===== config.mk =====
export PLATFORM = sky130hd
export DESIGN_NAME = fpga_cfg_loader
export DESIGN_NICKNAME = d
export VERILOG_FILES = /design/src/rtl/fpga_cfg_loader.sv
export SDC_FILE = /design/constraint.sdc
export NUM_CORES = 1
export LEC_CHECK = 0
export ABC_AREA = 1
export ABC_CLOCK_PERIOD_IN_PS = 5300
export CAP_MARGIN = 20
export CORE_MARGIN = 3
export CORE_UTILIZATION = 51
export DETAILED_ROUTE_END_ITERATION = 12
export DONT_BUFFER_PORTS = 1
export PLACE_DENSITY = 0.69
export SLEW_MARGIN = 0
export SYNTH_ARGS = -nofsm -noshare
export SYNTH_HDL_FRONTEND = slang
export SYNTH_SLANG_ARGS = --single-unit

===== constraint.sdc =====
create_clock -name cclk -period 5.3 [get_ports cclk]
set_input_delay 1.325 -clock cclk [delete_from_list [all_inputs] [get_ports cclk]]
set_output_delay 1.325 -clock cclk [all_outputs]
set_load 0.1 [all_outputs]

===== src/rtl/fpga_cfg_loader.sv =====
// ============================================================================
//  Module   : fpga_cfg_loader
//  Purpose  : Streams configuration words LSB-first into per-column CLB config
//             chains, one column at a time, then pulses a commit strobe.
//  Revision : 1.0  initial release
// ============================================================================
`default_nettype none

module fpga_cfg_loader #(
  parameter int NUM_COLS  = 2,
  parameter int CHAIN_LEN = 1024,
  parameter int WORD_W    = 32
) (
  input  logic                cclk,
  input  logic                rst,
  input  logic                start,
  input  logic                abort,
  input  logic [WORD_W-1:0]   cfg_data,
  input  logic                cfg_valid,
  output logic                cfg_ready,
  output logic [NUM_COLS-1:0] shift_enable,
  output logic [NUM_COLS-1:0] shift_in_hard,
  output logic [NUM_COLS-1:0] set_hard,
  output logic                busy,
  output logic                done
);

  localparam int BW = $clog2(CHAIN_LEN + 1);
  localparam int CW = (NUM_COLS > 1) ? $clog2(NUM_COLS) : 1;
  localparam int NW = $clog2(WORD_W + 1);

  typedef enum logic [2:0] {
    S_IDLE   = 3'd0,
    S_LOAD   = 3'd1,
    S_SHIFT  = 3'd2,
    S_NEXT   = 3'd3,
    S_COMMIT = 3'd4,
    S_DONE   = 3'd5
  } state_t;

  state_t              r_state, w_state_nxt;
  logic [CW-1:0]       r_col, w_col_nxt;
  logic [BW-1:0]       r_bit_cnt, w_bit_nxt;
  logic [NW-1:0]       r_n, w_n_nxt, w_n_word;
  logic [WORD_W-1:0]   r_shreg, w_shreg_nxt;
  logic [31:0]         w_rem;
  logic [NUM_COLS-1:0] w_col_oh;
  logic                w_busy;

  logic                r_cfg_ready, r_busy, r_done;
  logic [NUM_COLS-1:0] r_shift_en, r_shift_in, r_set_hard;

  // Bits shifted from the current word: a full word, or whatever is left of the chain.
  assign w_rem    = 32'(CHAIN_LEN) - 32'(r_bit_cnt);
  assign w_n_word = (w_rem < 32'(WORD_W)) ? NW'(w_rem) : NW'(WORD_W);

  always_comb begin
    w_state_nxt = r_state;
    w_col_nxt   = r_col;
    w_bit_nxt   = r_bit_cnt;
    w_n_nxt     = r_n;
    w_shreg_nxt = r_shreg;
    w_busy      = (r_state != S_IDLE) && (r_state != S_DONE);
    if (abort && w_busy) begin
      w_state_nxt = S_IDLE;
    end else begin
      case (r_state)
        S_IDLE, S_DONE: begin
          if (start) begin
            w_state_nxt = S_LOAD;
            w_col_nxt   = '0;
            w_bit_nxt   = '0;
          end
        end
        S_LOAD: begin
          if (cfg_valid) begin
            w_shreg_nxt = cfg_data;
            w_n_nxt     = w_n_word;
            w_state_nxt = S_SHIFT;
          end
        end
        S_SHIFT: begin
          w_shreg_nxt = r_shreg >> 1;
          w_bit_nxt   = r_bit_cnt + BW'(1);
          w_n_nxt     = r_n - NW'(1);
          if (r_n == NW'(1)) begin
            w_state_nxt = (w_bit_nxt == BW'(CHAIN_LEN)) ? S_NEXT : S_LOAD;
          end
        end
        S_NEXT: begin
          if (r_col == CW'(NUM_COLS - 1)) begin
            w_state_nxt = S_COMMIT;
          end else begin
            w_col_nxt   = r_col + CW'(1);
            w_bit_nxt   = '0;
            w_state_nxt = S_LOAD;
          end
        end
        S_COMMIT: w_state_nxt = S_DONE;
        default:  w_state_nxt = S_IDLE;
      endcase
    end
  end

  assign w_col_oh = NUM_COLS'(1) << w_col_nxt;

  // Outputs are registered from the next state so they line up with r_state.
  always_ff @(posedge cclk or negedge rst) begin
    if (!rst) begin
      r_state     <= S_IDLE;
      r_col       <= '0;
      r_bit_cnt   <= '0;
      r_n         <= '0;
      r_shreg     <= '0;
      r_cfg_ready <= 1'b0;
      r_busy      <= 1'b0;
      r_done      <= 1'b0;
      r_shift_en  <= '0;
      r_shift_in  <= '0;
      r_set_hard  <= '0;
    end else begin
      r_state     <= w_state_nxt;
      r_col       <= w_col_nxt;
      r_bit_cnt   <= w_bit_nxt;
      r_n         <= w_n_nxt;
      r_shreg     <= w_shreg_nxt;
      r_cfg_ready <= (w_state_nxt == S_LOAD);
      r_busy      <= (w_state_nxt != S_IDLE) && (w_state_nxt != S_DONE);
      r_done      <= (w_state_nxt == S_DONE);
      r_shift_en  <= (w_state_nxt == S_SHIFT) ? w_col_oh : '0;
      r_shift_in  <= ((w_state_nxt == S_SHIFT) && w_shreg_nxt[0]) ? w_col_oh : '0;
      r_set_hard  <= (w_state_nxt == S_COMMIT) ? '1 : '0;
    end
  end

  assign cfg_ready     = r_cfg_ready;
  assign shift_enable  = r_shift_en;
  assign shift_in_hard = r_shift_in;
  assign set_hard      = r_set_hard;
  assign busy          = r_busy;
  assign done          = r_done;

endmodule

`default_nettype wire


* Word-level counts from Yosys, hierarchy flattened
Cells that the tools add are included.
** Word-level totals
- Bits in registers :: 62
- Bits of input ports :: 37
- Output and inout port bits :: 9
- Logic and storage cells :: 70
** Operators by class
- Add/sub/neg operators :: 4
- Magnitude comparators :: 1
- Equal/unequal tests :: 16
- Shift-type cells :: 1
- Mux-type cells :: 23
- Bitwise operators :: 1
- Reductions and logical operators :: 12
** Operator list (number)
- $pmux 32 s2 :: 1
- $pmux 11 s3 :: 1
- $lt 32x6->1 const B :: 1
- $mux 32 :: 1
- $mux 11 :: 2
- $mux 3 :: 5
- $pmux 3 s5 :: 1
- $eq 3x3->1 const B :: 4
- $mux 6 :: 2
- $pmux 6 s2 :: 1
- $sub 11x11->12 const A :: 1
- $add 11x1->11 const B :: 1
- $eq 11x11->1 const B :: 1
- $eq 3x2->1 const B :: 3
- $reduce_bool 3->1 :: 3
- $mux 2 :: 4
- $eq 3x1->1 const B :: 2
- $eq 6x1->1 const B :: 1
- $ne 2x2->1 const B :: 3
- $ne 3x3->1 const B :: 2
- $sub 6x1->6 const B :: 1
- $logic_and 1x1->1 :: 4
- $mux 1 :: 4
- $reduce_and 4->1 :: 1
- other kinds (8) :: 8

* Logic depth before layout (Yosys ltp)
Gate-level depths: netlist of run 1.
- Word-level depth :: 9
- Mapped depth :: 14
- Depth with buffers taken out :: 14

* Worst setup path before layout of run 1
No wires, ideal clock.
- Kind :: reg-to-output
- From :: register set_hard[0] (netlist name)
- To :: output set_hard[1]
- Arrival :: 1.324 ns
- Required time :: 3.975 ns
- Path slack :: 2.651 ns
- Stages on the path, launching flop included :: 2
- Buffers on the path :: 1
- Cells stage by stage :: dfrtp_1 -> buf_4
** RTL lines
- to (decl) :: line 23 : output logic [NUM_COLS-1:0] set_hard,

* Worst setup path in the final report of run 1
- From :: register r_set_hard[0] (netlist: set_hard[0])
- To :: output set_hard[0]
** RTL lines
- from (decl) :: line 51 : logic [NUM_COLS-1:0] r_shift_en, r_shift_in, r_set_hard;
- from (signal assigned) :: line 132 : r_set_hard <= (w_state_nxt == S_COMMIT) ? '1 : '0;
No word-level cell between the ends.

==> results of run 1 <==
[registers in the layout, summed over array words and instances, names as in the netlist]
name / flops
r_n: 6
cfg_ready: 1
r_state: 3
set_hard: 1
shift_enable: 2
r_col: 1
r_shreg: 32
r_bit_cnt: 11
shift_in_hard: 2
busy: 1
done: 1
[layout by cell type (no fill, tap or decap)]
| cell type | instances |
|---|---|
| a21oi_1 | 11 |
| bufinv_16 | 2 |
| clkbuf_1 | 1 |
| clkbuf_8 | 10 |
| clkinv_2 | 4 |
| dfrtp_1 | 60 |
| dfrtp_2 | 1 |
| ha_1 | 5 |
| inv_1 | 55 |
| inv_2 | 8 |
| inv_4 | 1 |
| nand2_1 | 112 |
| nand2_2 | 7 |
| nand2_4 | 1 |
| nand3_1 | 16 |
| nand3_2 | 2 |
| nand3b_1 | 2 |
| nand4_1 | 6 |
| nor2_1 | 30 |
| nor2_2 | 4 |
| nor3_1 | 3 |
| nor3_2 | 1 |
| o211ai_1 | 1 |
| o21a_1 | 2 |
| o21ai_0 | 73 |
| o21ai_1 | 7 |
| o21ai_2 | 2 |
| o21ai_4 | 1 |
| o21bai_1 | 1 |
| o221ai_1 | 1 |
| o22ai_1 | 6 |
| or2_2 | 3 |
| xor2_1 | 2 |
[worst min-delay path, delay by kind of cell, from the launching register on]
family          cells  cell delay [ns]
compound gates      1             0.11
buf+inv             1             0.04
flops               1             0.32
[how the worst min path moves through the flow]
stage / to / slack [ns] / start
floorplan: r_shreg[0]$_DFF_PN0_ / 0.47 / r_shreg[0]$_DFF_PN0_
global placement: r_shreg[0]$_DFF_PN0_ / 0.50 / r_shreg[0]$_DFF_PN0_
detailed placement: r_shreg[2]$_DFFE_PN0P_ / 0.50 / r_shreg[2]$_DFFE_PN0P_
CTS: r_shreg[2]$_DFFE_PN0P_ / 0.52 / r_shreg[2]$_DFFE_PN0P_
global route: r_shreg[2]$_DFFE_PN0P_ / 0.56 / r_shreg[2]$_DFFE_PN0P_
finish: r_shreg[2]$_DFFE_PN0P_ / 0.51 / r_shreg[2]$_DFFE_PN0P_
[stage by stage]
stage,hold slack (ns),worst slack (ns),utilization,power (mW),instance area [µm²]
6_report,0.513,2.64,0.578,1.48,3540
5_1_grt,0.555,2.60,0.578,1.60,3540
4_1_cts,0.520,2.62,0.578,1.50,3540
3_5_place_dp,0.504,2.68,0.542,1.03,3320
3_3_place_gp,0.496,2.80,0.542,1.02,3320
2_1_floorplan,0.465,2.65,-,0.973,3320
[power groups by stage]
stage / logic, mW / registers [mW] / clock network (mW)
finish: 0.341 / 0.687 / 0.457
global route: 0.410 / 0.701 / 0.491
CTS: 0.344 / 0.686 / 0.467
detailed placement: 0.340 / 0.694 / 0
global placement: 0.330 / 0.693 / 0
floorplan: 0.295 / 0.678 / 0
[cell families (layout without fill, tap and decap cells)]
| logic type | Yosys count | in the layout | synth area share |
|---|---|---|---|
| AO/OA/AOI/OAI | 105 | 105 | 0.170 |
| XOR/XNOR | 2 | 2 | 0.00527 |
| adder cells (fa/ha/maj) | 5 | 5 | 0.0188 |
| buffers and inverters | 82 | 81 | 0.103 |
| flip-flops | 61 | 61 | 0.459 |
| AND/OR/NAND/NOR | 187 | 187 | 0.244 |
[layout make-up]
cell class / instances / area [µm²]
clock buffers: 11 / 141
multi-input cells: 299 / 1460
inverters: 65 / 248
well taps: 75 / 93.8
flip-flops and latches: 61 / 1530
fillers: 572 / 2590
clock inverters: 5 / 75.1
[routing by layer]
metal / vias up / GRT usage
met1: 1284 / 0.280
met5: - / 0
met3: 12 / 0.0789
met2: 75 / 0.303
met4: 0 / 0.0850
li1: 1399 / -
==> results.toml, run 1 <==
[placed_design]
place.port_buffers = 0
dpl.cell_count = 500
gp_congestion = 0.931
hpwl_um = 4680

[critical_path]
worst-path-max-fanout = 2
cp-endpoint = "set_hard[0]"
ff2ff_path_depth = 9
cp.required_ns = 3.97
cp.depth = 0
rrSetupSlack_ns = 3.02
r2r-start = "r_state[1]$_DFF_PN0_"
path_class = "register to primary output"
r2r_end = "r_n[0]$_DFFE_PN0P_"
critPathArrivalTime_ns = 1.34
worst_setup_path_end_kind = "primary output"
critPathLaunch = "set_hard[0]$_DFF_PN0_"
cp-start-kind = "register"

[floorplan]
std_cell_rows = 28
die_y_um = 86.7
start_util = 0.542
coreArea_um2 = 6130
pin_count = 46
die_w_um = 86.7
die_area_um2 = 7520

[pwr]
clockPowerShare = 0.308
power-per-cell-area_nw_per_um2 = 419
power_frac_seq = 0.462
p_int_mw = 0.973
ir_drop_mv = 0.277
swShare = 0.345
power_frac_comb = 0.230
netSwitchingPower_mw = 0.512
power_leakage_nw = 1.62

[synth]
synth_edf_count = 0
ys_seq_area_frac = 0.459
synth_async_sr_flop_share = 1.00
synth_flop_cell = "dfrtp_1"
mappedNetlistArea_um2 = 3320
yosysWarnings = 0
synthTopCellsByArea = "dfrtp_1, nand2_1, o21ai_0"
syn_avg_cell_area_um2 = 7.52
synth_top_area_cell = "dfrtp_1"
yosys.cell_types.count = 33
synth_seq_cells = 61
synthCells = 442
netlist.area_leader.share = 0.459
syn_nets = 484
synth_most_common_cell = "nand2_1"
synth.top_cells.by_count = "nand2_1, o21ai_0, dfrtp_1"

[cells_and_area]
nNetsFinal = 478
fin_cells = 516
diodes = 0
drive_gt1_frac = 0.107
syn2layout_area_growth_pct = 6.51

[route]
firstDrtPassIters = 5
ant_nets = 0
vias = 2770
vias_per_cell = 5.37
wirelength_um = 6930
dr_wl_met2_um = 3120
met1_length_um = 3190
highest_layer = "met4"
wl_met3_um = 501
routedWlPerCell_um = 13.4
drc = 0
drtIter0Drc = 136

[clock_network]
cts_max_level = 3
post-cts-setup-buffers = 0
cts_buffers = 9
cts.clk_slew.worst_paths_ns = 0.07
clockRootBuffer = "clkbuf_8"
cts_tree = "built"
clockBufferDepth = 2
cts_hold_buf = 0
ctsResizeCount = 0
clock-sinks = 61
worstSkewPairLatency_ns = 0.34

[timing]
setup_violations = 0
finClkSkew_ns = 0.00500
fin_tns_setup_ns = 0
relSlewSlack = 0.375
grt_setup_unrepaired = "false"
fin_crit_ns = 2.66
timing.final.crit_share = 0.503
fmax_mhz = 375
hold_viol = 0
drv_slew = 0
worstMarginPinSlew_ns = 0.940

[run_status]
status = "finished, final reports clean"

[worst_hold_path]
hold_path_class = "register to register"
whs_path_depth = 2

[global_routing]
grt-ovfl-total = 0
grt_pass1_wl_um = 12200
antenna_found_initial = 0
grt_pass1_vias = 2637
grt_util_all_layers = 0.208
grt_max_degree = 72

[job]
drv_cap = 0
(Power assumes the default switching activity.)
==> run 2: changes to the inputs <==
--- a/config.mk
+++ b/config.mk
@@ -6,13 +6,13 @@
 export NUM_CORES = 1
 export LEC_CHECK = 0
 export ABC_AREA = 1
-export ABC_CLOCK_PERIOD_IN_PS = 5300
+export ABC_CLOCK_PERIOD_IN_PS = 2400
 export CAP_MARGIN = 20
 export CORE_MARGIN = 3
 export CORE_UTILIZATION = 51
 export DETAILED_ROUTE_END_ITERATION = 12
 export DONT_BUFFER_PORTS = 1
-export PLACE_DENSITY = 0.69
+export PLACE_DENSITY = 0.72
 export SLEW_MARGIN = 0
 export SYNTH_ARGS = -nofsm -noshare
 export SYNTH_HDL_FRONTEND = slang
==> constraint.sdc (replaced) <==
create_clock -name cclk -period 2.4 [get_ports cclk]
set_input_delay 0.6 -clock cclk [delete_from_list [all_inputs] [get_ports cclk]]
set_output_delay 0.6 -clock cclk [all_outputs]
set_load 0.1 [all_outputs]
==> run 2 against run 1 <==
Sequential power rose by 110%. Wire length fell by 1.4%. Hold slack got worse by 0.38 ns. Critical path depth rose by 9. Utilization rose by 1.5 points. Design area rose by 2.6%.
==> results.toml, run 2 (synthesis results as in run 1) <==
[global_routing]
grt_pass1_wl_um = 11900
antenna_found_initial = 0
grt_util_all_layers = 0.202
grt_pass1_vias = 2651
grt_max_degree = 62
grt-ovfl-total = 0

[clock_network]
cts_buffers = 9
worstSkewPairLatency_ns = 0.34
cts.clk_slew.worst_paths_ns = 0.07
cts_max_level = 3
clockRootBuffer = "clkbuf_8"
clockBufferDepth = 2
clock-sinks = 61
cts_tree = "built"

[critical_path]
ff2ff_path_depth = 9
crit_top_cell = "a21oi_1"
r2r-start = "r_bit_cnt[0]$_DFFE_PN0P_"
cpMaxStageDelayCell = "dfrtp_1"
worst-path-max-fanout = 10
rrSetupSlack_ns = 0.32
cp.required_ns = 2.66
crit_chain = "inv_1 > ha_1 > nand2_1 > nor2_2 > nand4_1 > a21oi_1 > nand3_1 > nand3b_1 > a21oi_1"
r2r_end = "r_n[2]$_DFFE_PN0P_"
worst_setup_path_end_kind = "register"
path_class = "register to register"
cp-start-kind = "register"
critPathArrivalTime_ns = 2.34
slowest_delay_ns = 0.50

[timing]
finClkSkew_ns = 0.0105
relSlewSlack = 0.641
worstMarginPinSlew_ns = 0.543
grt_setup_unrepaired = "false"
drv_slew = 0
hold_viol = 0
setup_violations = 0
fmax_mhz = 481
fin_crit_ns = 2.08
fin_tns_setup_ns = 0
timing.final.crit_share = 0.867

[cells_and_area]
largest_register_ffs = 32
fill_cells = 553
layout_common_cells = "nand2_1, o21ai_0, dfrtp_1"
nNetsFinal = 490
reg_top3 = "r_shreg (32), r_bit_cnt (11), r_n (6)"
final-seq-area_um2 = 1530
multi_input_area_um2 = 1460
fin_cells = 528
diodes = 0
top_register = "r_shreg"
syn2layout_area_growth_pct = 9.26
fin_area_um2 = 3630
final_common_cell = "nand2_1"
drive_gt1_frac = 0.132

[floorplan]
coreArea_um2 = 6130
start_util = 0.542
die_area_um2 = 7520
std_cell_rows = 28
die_w_um = 86.7
die_y_um = 86.7
pin_count = 46

[route]
firstDrtPassIters = 4
wirelength_um = 6840
drc = 0
routedWlPerCell_um = 12.9
ant_nets = 0
vias_per_cell = 5.25
drtIter0Drc = 102
vias = 2770

[worst_hold_path]
hold_path_class = "input pin to asynchronous set/reset pin"

[placed_design]
place.port_buffers = 0
gp_congestion = 0.902
placed_area_um2 = 3410
dpl.cell_count = 511
hpwl_um = 4750

[job]
drv_cap = 0

[pwr]
power-per-cell-area_nw_per_um2 = 885
ir_drop_mv = 0.529
power_leakage_nw = 1.68

[run_status]
status = "finished, final reports clean"
run 2: cell types whose count changed in the layout (fill, tap and decap cells not counted):
| cell | change |
|---|---|
| clkbuf_8 | -1 |
| clkinv_2 | -1 |
| buf_16 | +1 |
| clkbuf_1 | -1 |
| clkinv_4 | +2 |
| bufinv_16 | -1 |
| clkinvlp_4 | +1 |
| buf_4 | +11 |
| inv_6 | +1 |
run 2: area by class of cell:
| class | instances | share of cell area |
|---|---|---|
| Clock buffer | 9 | 0.0341 |
| Clock inverter | 7 | 0.0203 |
| Inverter | 65 | 0.0682 |
| Multi-Input combinational cell | 299 | 0.401 |
| Sequential cell | 61 | 0.421 |
| Tap cell | 75 | 0.0258 |
| Timing Repair Buffer | 12 | 0.0303 |
run 2: worst max path at each step:
stage	from	end	slack [ns]	cells past startpoint
2_1_floorplan	set_hard[0]$_DFF_PN0_	set_hard[1]	0.48	1
3_3_place_gp	r_bit_cnt[0]$_DFFE_PN0P_	r_n[2]$_DFFE_PN0P_	0.33	9
3_5_place_dp	r_bit_cnt[0]$_DFFE_PN0P_	r_n[2]$_DFFE_PN0P_	0.35	9
4_1_cts	r_bit_cnt[0]$_DFFE_PN0P_	r_n[2]$_DFFE_PN0P_	0.33	9
5_1_grt	r_bit_cnt[0]$_DFFE_PN0P_	r_n[2]$_DFFE_PN0P_	0.11	9
6_report	r_bit_cnt[0]$_DFFE_PN0P_	r_n[2]$_DFFE_PN0P_	0.32	9
run 2: through the flow:
| step | setup WS [ns] | total power [mW] | utilization | hold WS [ns] |
|---|---|---|---|---|
| floorplan | 0.476 | 2.15 | - | 0.304 |
| global placement | 0.326 | 2.29 | 0.556 | 0.306 |
| detailed placement | 0.347 | 2.32 | 0.556 | 0.306 |
| CTS | 0.327 | 3.25 | 0.592 | 0.122 |
| global route | 0.106 | 3.47 | 0.592 | 0.133 |
| finish | 0.320 | 3.21 | 0.592 | 0.134 |
run 2: routing by layer:
layer | track usage | routed length, µm | share of wire
met4 | 0.0836 | 143 | 0.021
met1 | 0.273 | 3250 | 0.48
met2 | 0.292 | 2980 | 0.44
met3 | 0.0741 | 463 | 0.068
met5 | 0 | 0 | 0
run 2: critical path: cells and delay by family, from the launching register on:
kind	cells	cell delay, ns
buf+inv	1	0.17
fa+ha+maj	1	0.18
simple gates	5	0.80
compound gates	2	0.37
flops	1	0.50
run 2: where the power goes:
part           leakage [nW]  internal [mW]  total, mW  switching, mW
Clock                0.0996          0.482      0.895          0.413
Sequential            0.820           1.30       1.42          0.116
Combinational         0.757          0.273      0.901          0.628
run 2: timing repair:
item / 4_1_cts / 5_1_grt
buffers inserted: 0 / 0
hold buffers: 1 / 0
endpoints found under the hold margin: 61 / 0
gates resized for setup: 0 / 0
